===== src/rtl/sweep_sched.sv =====
// sweep_sched: bounded down/up triangle sweep sequencer with run count, pause and abort.
// Optional build macro SWEEP_SCHED_CNT_EN exposes the completed-sweep counter on cyc_cnt.
module sweep_sched #(
    parameter int W      = 4,
    parameter int NCYC_W = 8
) (
    input  logic              ck,
    input  logic              rst,
    input  logic              start,
    input  logic [W-1:0]      lo,
    input  logic [W-1:0]      hi,
    input  logic [NCYC_W-1:0] ncyc,
    input  logic              pause,
    input  logic              stop,
    output logic [W-1:0]      x,
    output logic              dir,
    output logic              busy,
    output logic              done,
`ifdef SWEEP_SCHED_CNT_EN
    output logic              err,
    output logic [NCYC_W-1:0] cyc_cnt
`else
    output logic              err
`endif
);

    typedef enum logic [1:0] {
        S_IDLE,
        S_DOWN,
        S_UP,
        S_DONE
    } state_t;

    localparam logic [W-1:0]      X_ONE   = W'(1);
    localparam logic [NCYC_W-1:0] CNT_ONE = NCYC_W'(1);

    state_t              state_reg, state_next;
    logic [W-1:0]        x_reg, x_next;
    logic                dir_reg, dir_next;
    logic                busy_reg, busy_next;
    logic                done_reg, done_next;
    logic                err_reg, err_next;
    logic [W-1:0]        lo_reg, lo_next;
    logic [W-1:0]        hi_reg, hi_next;
    logic [NCYC_W-1:0]   ncyc_reg, ncyc_next;
    logic [NCYC_W-1:0]   cnt_reg, cnt_next;
    logic [NCYC_W-1:0]   ncyc_last;

    // Index of the final sweep; only meaningful when ncyc_reg is non-zero.
    assign ncyc_last = ncyc_reg - CNT_ONE;

    always_ff @(posedge ck) begin
        if (rst) begin
            state_reg <= S_IDLE;
            x_reg     <= '0;
            dir_reg   <= 1'b0;
            busy_reg  <= 1'b0;
            done_reg  <= 1'b0;
            err_reg   <= 1'b0;
            lo_reg    <= '0;
            hi_reg    <= '0;
            ncyc_reg  <= '0;
            cnt_reg   <= '0;
        end else begin
            state_reg <= state_next;
            x_reg     <= x_next;
            dir_reg   <= dir_next;
            busy_reg  <= busy_next;
            done_reg  <= done_next;
            err_reg   <= err_next;
            lo_reg    <= lo_next;
            hi_reg    <= hi_next;
            ncyc_reg  <= ncyc_next;
            cnt_reg   <= cnt_next;
        end
    end

    always_comb begin
        state_next = state_reg;
        x_next     = x_reg;
        dir_next   = dir_reg;
        err_next   = 1'b0;
        lo_next    = lo_reg;
        hi_next    = hi_reg;
        ncyc_next  = ncyc_reg;
        cnt_next   = cnt_reg;

        case (state_reg)
            S_IDLE: begin
                if (start) begin
                    if (lo <= hi) begin
                        lo_next    = lo;
                        hi_next    = hi;
                        ncyc_next  = ncyc;
                        cnt_next   = '0;
                        x_next     = hi;
                        dir_next   = 1'b0;
                        state_next = S_DOWN;
                    end else begin
                        err_next = 1'b1;
                    end
                end
            end
            S_DOWN: begin
                if (stop) begin
                    state_next = S_IDLE;
                end else if (!pause) begin
                    // The turnaround cycle repeats the bound so each sweep is 2*(hi-lo+1) long.
                    if (x_reg == lo_reg) begin
                        state_next = S_UP;
                        dir_next   = 1'b1;
                    end else begin
                        x_next = x_reg - X_ONE;
                    end
                end
            end
            S_UP: begin
                if (stop) begin
                    state_next = S_IDLE;
                end else if (!pause) begin
                    if (x_reg != hi_reg) begin
                        x_next = x_reg + X_ONE;
                    end else if ((ncyc_reg != '0) && (cnt_reg == ncyc_last)) begin
                        state_next = S_DONE;
                    end else begin
                        cnt_next   = cnt_reg + CNT_ONE;
                        dir_next   = 1'b0;
                        state_next = S_DOWN;
                    end
                end
            end
            S_DONE: begin
                state_next = S_IDLE;
            end
            default: begin
                state_next = S_IDLE;
            end
        endcase

        busy_next = (state_next == S_DOWN) || (state_next == S_UP);
        done_next = (state_next == S_DONE);
    end

    assign x    = x_reg;
    assign dir  = dir_reg;
    assign busy = busy_reg;
    assign done = done_reg;
    assign err  = err_reg;
`ifdef SWEEP_SCHED_CNT_EN
    assign cyc_cnt = cnt_reg;
`endif

endmodule


===== config.mk =====
export PLATFORM = sky130hd
export DESIGN_NAME = sweep_sched
export DESIGN_NICKNAME = d
export VERILOG_FILES = /design/src/rtl/sweep_sched.sv
export SDC_FILE = /design/constraint.sdc
export NUM_CORES = 1
export LEC_CHECK = 0
export BUFFER_PORTS_ARGS = -buffer_cell sky130_fd_sc_hd__buf_4
export CORE_ASPECT_RATIO = 0.8
export CORE_MARGIN = 3
export CORE_UTILIZATION = 55
export CTS_BUF_LIST = sky130_fd_sc_hd__clkbuf_4 sky130_fd_sc_hd__clkbuf_8
export CTS_CLUSTER_SIZE = 30
export DETAILED_ROUTE_END_ITERATION = 6
export GPL_TIMING_DRIVEN = 0
export PLACE_DENSITY = 0.88
export SYNTH_ARGS = -nofsm -noshare
export SYNTH_HDL_FRONTEND = slang
export SYNTH_SLANG_ARGS = --single-unit

===== constraint.sdc =====
create_clock -name ck -period 6.25 [get_ports ck]
set_clock_uncertainty 0.1 [all_clocks]
set_input_delay 0.625 -clock ck [delete_from_list [all_inputs] [get_ports ck]]
set_output_delay 0.625 -clock ck [all_outputs]
set_load 0.05 [all_outputs]

==> results of run 1 <==
[worst min-delay path, stage by stage (launching register included)]
cell	delay (ps)
dfxtp_1	310
inv_1	50
a221oi_1	60
[power by group]
part | leakage (uW) | switching [uW] | internal, uW | total, uW
clock network | 0.0000517 | 81.0 | 93.2 | 174
registers | 0.000277 | 31.1 | 241 | 272
logic | 0.000715 | 187 | 136 | 322
[stage by stage]
step,instances,util [%],cell area [sq um],setup WS (ps)
after CTS,320,69.4,2470,3490
final,320,69.4,2470,3460
after detailed placement,312,66.7,2380,3200
after floorplan,242,-,2120,3640
after global routing,320,69.4,2470,3220
after global placement,312,66.7,2380,3230
[final cells by class]
cell class / instances / area [sq um] / area share [%]
clock buffer: 7 / 90.1 / 3.64
sequential: 34 / 681 / 27.5
buffer: 7 / 38.8 / 1.57
timing repair buffer: 28 / 210 / 8.49
tap: 42 / 52.6 / 2.12
clock inverter: 1 / 5.00 / 0.202
inverter: 15 / 56.3 / 2.28
multi-input combinational: 186 / 1340 / 54.2
[layer usage]
metal	vias up	part of all wire [%]	global-route usage, %
li1	916	-	-
met1	872	49	30.9
met2	69	44	33.6
met3	15	5.9	5.22
met4	0	1.6	8.48
met5	-	0	0
[kinds of logic (layout without fill, tap and decap cells)]
logic type	after synthesis	count (layout)	share of synthesized area, %
compound gates	46	46	13.4
xor+xnor	20	20	8.27
fa+ha+maj	15	15	9.22
buf+inv	22	58	4.49
flops	34	34	32.2
mux	21	21	10.2
simple gates	84	84	22.3
[worst max path at each step]
stage,start,end,slack (ps),cells after the start
detailed placement,hi[1],x[0],3200,10
global placement,hi[1],x[0],3230,10
CTS,hi[1],x[0],3490,10
floorplan,hi[1],cnt_reg[5],3640,10
global route,hi[1],x[0],3220,10
finish,hi[1],x[0],3460,10
[layout by cell type, fill, tap and decap left out, types with 5 or more instances in the layout]
master,count
nor2b_1,8
nor2_1,32
clkbuf_8,6
ha_1,14
o31ai_1,5
buf_4,28
xnor2_1,13
nand2_1,13
mux2i_1,19
xor2_1,7
o21ai_0,10
a21oi_1,15
nand3_1,7
or4_1,5
dfxtp_1,34
inv_1,15
==> impl_metrics.tcl, run 1 <==
set metrics [dict create \
    outcome "completed" \
    r2r_end "cnt_reg[5]" \
    cp_cell_sequence "buf_4 > inv_1 > ha_1 > nor2b_1 > o21ai_1 > a21oi_1 > o21ai_1 > o2111ai_1 > or3b_2 > a31oi_1" \
    synthArstFlopShare_pct 0 \
    synth_top_area_cell "dfxtp_1" \
    hold_class "reg -> reg" \
    crit_required_ps 6370 \
    ant_nets 0 \
    vias_per_cell 5.85 \
    final_net_count 313 \
    tightest_slew_ps 721 \
    cts_buffer_depth 2 \
    yosysTopAreaCellShare_pct 32.2 \
    clkLatencyLatePin_ps 290 \
    fin_crit_ps 2790 \
    io_buffers 28 \
    timing.slew.headroom_pct 51.8 \
    grt_overflow_total 0 \
    setup_tns_ps 0 \
    h-tree-depth 2 \
    drc_errors 0 \
    critPathTopFamily "compound AO/OA/AOI/OAI gates" \
    grt_pass1_wl_um 7900 \
    synthTopCellsByArea "dfxtp_1, mux2i_1, ha_1, nor2_1, xnor2_1" \
    cp-start-kind "input port" \
    synth_commonest_cells "dfxtp_1, nor2_1, mux2i_1, a21oi_1, inv_1" \
    grt_pass1_vias 1781 \
    die_height_um 61.5 \
    syn_avg_cell_area_sq_um 8.75 \
    die-area_sq_um 4630 \
    path_clk_slew_ps 70 \
    yosysMostFrequentCell "dfxtp_1" \
    start_util_pct 59.4 \
    whs_endpoint "dir" \
    hold_slack_ps 377 \
    grt_max_degree 11 \
    slowest_delay_ps 560 \
    root_buffer "clkbuf_8" \
    peakVddDrop_uv 199 \
    post-cts-setup-buffer-count 0 \
    postCtsHoldBufs 0 \
    cts_buffers 5 \
    crit_top_cell "o21ai_1" \
    routedWlPerCell_um 14.6 \
    ys_seq_area_share_pct 32.2 \
    design.core.area_sq_um 3570 \
    post_synth_inst_count 242 \
    drv_slew 0 \
    fmax_mhz 359 \
    ys_types 45 \
    wirelength_um 4660 \
    drive_gt1_share_pct 17.6 \
    drt_iter0_drc 99 \
    synth_nets 278 \
    drt-pass1-iter-count 4 \
    finalSetupViolCount 0 \
    worst-path-buf-inv 2 \
    power_density_nw_per_um2 310 \
    drv_cap 0 \
    grt_usage_pct 22.3 \
    die_width_um 75.4 \
    r2r.worst_path.cells 10 \
    total_power_uw 768 \
    synth_edf_count 0 \
    dp.final_hpwl_um 3490 \
    path_class "in -> reg" \
    via_count 1872 \
    ys_ff_latch 34 \
    r2r-start "ncyc_reg[0]" \
    end_kind "flip-flop" \
    p_leak_uw 0.00104 \
    fill_cells 278 \
    ios 29 \
    cts_sinks 34 \
    yosys_warnings 0 \
    min_path_cells 2 \
    period_share_pct 44.6 \
    hp-start "dir" \
    tritoncts "done" \
    rsz0062_at_grt "false" \
    syn_to_final_growth_pct 16.9 \
    synth_flop_cell "dfxtp_1" \
    crit_fanout 7 \
    syn_area_sq_um 2120 \
    row_count 19 \
    hold_viol_final 0 \
    cpMaxStageDelayCell "or3b_2" \
    globalplace.congestion 0.903 \
    cp.arrival_ps 2900 \
    r2r_slack_ps 3550 \
    antenna_found_initial 0 \
    post_cts_resized 0 \
    diodes 0 \
]
Note: power is estimated with default switching activity, not from simulation.
==> run 2: changes to the inputs <==
Clock period 6.25 ns to 2.8 ns, I/O delays scaled along.
==> impl_metrics.tcl, run 2 (synthesis results as in run 1) <==
set metrics [dict create \
    outcome "completed" \
    tritoncts "done" \
    hold_class "in -> reg" \
    drt_iter0_drc 103 \
    peakVddDrop_uv 445 \
    path_class "reg -> reg" \
    start_util_pct 59.4 \
    end_kind "flip-flop" \
    r2r-start "ncyc_reg[1]" \
    grt_overflow_total 0 \
    drv_slew 0 \
    final_core_util_pct 69.6 \
    drt-pass1-iter-count 4 \
    stdcell_area_sq_um 2480 \
    grt_usage_pct 22.3 \
    syn_to_final_growth_pct 17.3 \
    routedWlPerCell_um 14.7 \
    place_area_sq_um 2380 \
    ios 29 \
    crit_required_ps 2870 \
    layout_commonest_cell "dfxtp_1" \
    cts_sinks 34 \
    cts_buffer_depth 2 \
    drv_cap 0 \
    grt_pass1_vias 1781 \
    period_share_pct 94.1 \
    drc_errors 0 \
    postCtsHoldBufs 0 \
    grt_max_degree 11 \
    crit_fanout 10 \
    die-area_sq_um 4630 \
    timing.slew.headroom_pct 51.6 \
    cp.arrival_ps 2710 \
    diodes 0 \
    crit_start "ncyc_reg[1]" \
    rsz0062_at_grt "true" \
    vias_per_cell 5.78 \
    fmax_mhz 379 \
    path_clk_slew_ps 70 \
    die_height_um 61.5 \
    drive_gt1_share_pct 18.3 \
    via_count 1849 \
    final_net_count 313 \
    die_width_um 75.4 \
    clkLatencyLatePin_ps 290 \
    tightest_slew_ps 723 \
    grt_pass1_wl_um 7900 \
    power_density_nw_per_um2 694 \
    cts_buffers 5 \
    total_power_uw 1720 \
    globalplace.congestion 0.903 \
    fin_crit_ps 2640 \
    p_leak_uw 0.00105 \
    design.core.area_sq_um 3570 \
    root_buffer "clkbuf_8" \
    row_count 19 \
    wirelength_um 4690 \
    hp-start "ncyc[0]" \
    finalSetupViolCount 0 \
    cp-start-kind "flip-flop" \
    ant_nets 0 \
    io_buffers 28 \
    post_cts_resized 0 \
    dp.final_hpwl_um 3490 \
    final_cell_mix "dfxtp_1, nor2_1, buf_4" \
    post-cts-setup-buffer-count 0 \
    hold_viol_final 0 \
    h-tree-depth 2 \
    antenna_found_initial 0 \
]
[run 2: cell counts in the layout (fill, tap and decap cells not counted)]
Identical to the previous run, type by type.
[run 2: area by class of cell]
class | instances | area [sq um]
buffer | 7 | 38.8
fill | 276 | 1080
sequential | 34 | 682
clock buffer | 7 | 90.1
multi-input combinational | 186 | 1350
timing repair buffer | 28 | 210
inverter | 15 | 56.3
tap | 42 | 52.6
clock inverter | 1 | 5.00
[run 2: routing by layer]
metal,global-route usage (%),vias up,part of all wire (%)
met2,33.6,56,44
met4,8.48,0,1.6
met3,5.22,15,5.2
met5,0,-,0
li1,-,920,-
met1,30.9,858,49
[run 2: worst max-delay path, stage by stage, from the launching register on]
cell and delay [ps]:
dfxtp_1 380, inv_1 80, ha_1 250, nor2b_1 150, or3_1 340, a31oi_1 220, nand4_2 220, a21oi_2 260
buf_6 170, nor4_2 60, mux2_4 290
[run 2: worst paths after layout]
path                            slack (ps)  cells after the start     endpoint
worst max-delay path                   160                     10   cnt_reg[5]
worst min-delay path                   130                      3  ncyc_reg[0]
worst max register to register         160                     10   cnt_reg[5]
worst min register to register         380                      2          dir
[run 2: through the flow]
step                      hold WS, ps  TNS [ps]  setup WS (ps)  instances
after floorplan                   327         0            384        242
after global placement            363         0            121        312
after detailed placement          374         0           94.7        312
after CTS                         120         0            106        320
after global routing              147     -35.8          -35.8        320
final                             125         0            164        320
[run 2: power breakdown]
group / switching, uW / leakage (uW) / internal (uW)
combinational: 421 / 0.000717 / 305
clock: 182 / 0.0000517 / 208
sequential: 69.5 / 0.000278 / 537
total: 672 / 0.00105 / 1050
==> run 3: changes to the inputs <==
Settings changed: RECOVER_POWER set to 50.
==> impl_metrics.tcl, run 3 (synthesis results as in run 1) <==
set metrics [dict create \
    grt_pass1_vias 1781 \
    cp.arrival_ps 2710 \
    r2r_slack_ps 160 \
    hold_class "in -> reg" \
    crit_fanout 10 \
    die_height_um 61.5 \
    drt_iter0_drc 126 \
    drc_errors 0 \
    timing.final.ws_setup_ps 162 \
    outcome "completed" \
    path_clk_slew_ps 70 \
    fin_crit_ps 2640 \
    cpMaxStageDelayCell "dfxtp_1" \
    path_class "reg -> reg" \
    met1_length_um 2280 \
    row_count 19 \
    globalplace.congestion 0.903 \
    h-tree-depth 2 \
    tightest_slew_ps 726 \
    syn_to_final_growth_pct 15.7 \
    hold_slack_ps 124 \
    whs_endpoint "ncyc_reg[0]" \
    drt-pass1-iter-count 4 \
    io_buffers 28 \
    post_cts_resized 0 \
    total_power_uw 1700 \
    grt_overflow_total 0 \
    cts_buffers 5 \
    post-cts-setup-buffer-count 0 \
    wirelength_um 4700 \
    post-place-ws_ps 94.7 \
    postCtsHoldBufs 0 \
    r2r-start "ncyc_reg[1]" \
    ios 29 \
    grt_usage_pct 22.3 \
    crit_required_ps 2870 \
    wl_met3_um 276 \
    vias_per_cell 5.76 \
    min_path_cells 3 \
    grt_max_degree 11 \
    cp-start-kind "flip-flop" \
    layout_commonest_cell "dfxtp_1" \
    die_width_um 75.4 \
    dp.final_hpwl_um 3490 \
    clkLatencyLatePin_ps 290 \
    antenna_found_initial 0 \
    die-area_sq_um 4630 \
    drv_slew 0 \
    fmax_mhz 379 \
    routedWlPerCell_um 14.7 \
    rsz0062_at_grt "true" \
    timing.slew.headroom_pct 51.4 \
    finalSetupViolCount 0 \
    drv_cap 0 \
    via_count 1843 \
    drive_gt1_share_pct 15.1 \
    ant_nets 0 \
    p_leak_uw 0.00101 \
    cts_buffer_depth 2 \
    cp_cell_sequence "inv_1 > ha_1 > nor2b_1 > or3_1 > a31oi_1 > nand4_2 > a21oi_2 > buf_6 > nor4_2 > mux2_4" \
    fill_cells 291 \
    peakVddDrop_uv 440 \
    hold_viol_final 0 \
    final_net_count 313 \
    tritoncts "done" \
    r2r_end "cnt_reg[5]" \
    grt_pass1_wl_um 7900 \
    power_density_nw_per_um2 694 \
    top_layer "met4" \
    slowest_delay_ps 380 \
    end_kind "flip-flop" \
    root_buffer "clkbuf_8" \
    setup_tns_ps 0 \
    period_share_pct 94.2 \
    final_cell_mix "dfxtp_1, nor2_1, mux2i_1, buf_4" \
    routed-wl-met2_um 2060 \
    diodes 0 \
    start_util_pct 59.4 \
    cts_sinks 34 \
    r2r.worst_path.cells 10 \
    design.core.area_sq_um 3570 \
    hp-start "ncyc[0]" \
]
-- run 3: worst max-delay path: cells and delay by family (launching register included) --
| kind | cells | cell delay (ps) |
|---|---|---|
| AND/OR/NAND/NOR | 4 | 770 |
| AO/OA/AOI/OAI | 2 | 480 |
| flip-flops | 1 | 380 |
| multiplexers | 1 | 290 |
| adder cells (fa/ha/maj) | 1 | 250 |
| buffers and inverters | 2 | 250 |
-- run 3: worst max-delay path by stage --
stage	startpoint	endpoint	slack, ps	depth (start not counted)
finish	ncyc_reg[1]	cnt_reg[5]	160	10
global route	ncyc_reg[1]	busy	-40	10
CTS	ncyc_reg[0]	cnt_reg[5]	110	10
detailed placement	hi[1]	x[0]	90	10
global placement	hi[1]	x[0]	120	10
floorplan	ncyc_reg[0]	cnt_reg[5]	380	10
-- run 3: per-stage QoR --
stage	utilization [%]	instances	instance area [sq um]
5_1_grt	68.7	320	2450
3_5_place_dp	66.7	312	2380
2_1_floorplan	-	242	2120
3_3_place_gp	66.7	312	2380
6_report	68.7	320	2450
4_1_cts	69.4	320	2470
-- run 3: routing by layer --
layer,vias to the layer above,GRT usage (%)
met4,0,8.48
li1,919,-
met2,60,33.6
met3,15,5.22
met5,-,0
met1,849,30.9
-- run 3: final cells by class --
type / count / area (sq um) / share of cell area (%)
multi-input combinational: 186 / 1350 / 55.0
timing repair buffer: 28 / 176 / 7.20
clock buffer: 7 / 90.1 / 3.68
tap: 42 / 52.6 / 2.15
clock inverter: 1 / 5.00 / 0.204
sequential: 34 / 682 / 27.8
inverter: 15 / 56.3 / 2.30
buffer: 7 / 38.8 / 1.58
-- run 3: where the power goes --
part | internal [uW] | total, uW | switching (uW)
Sequential | 537 | 606 | 68.9
Combinational | 283 | 701 | 417
Clock | 208 | 391 | 183
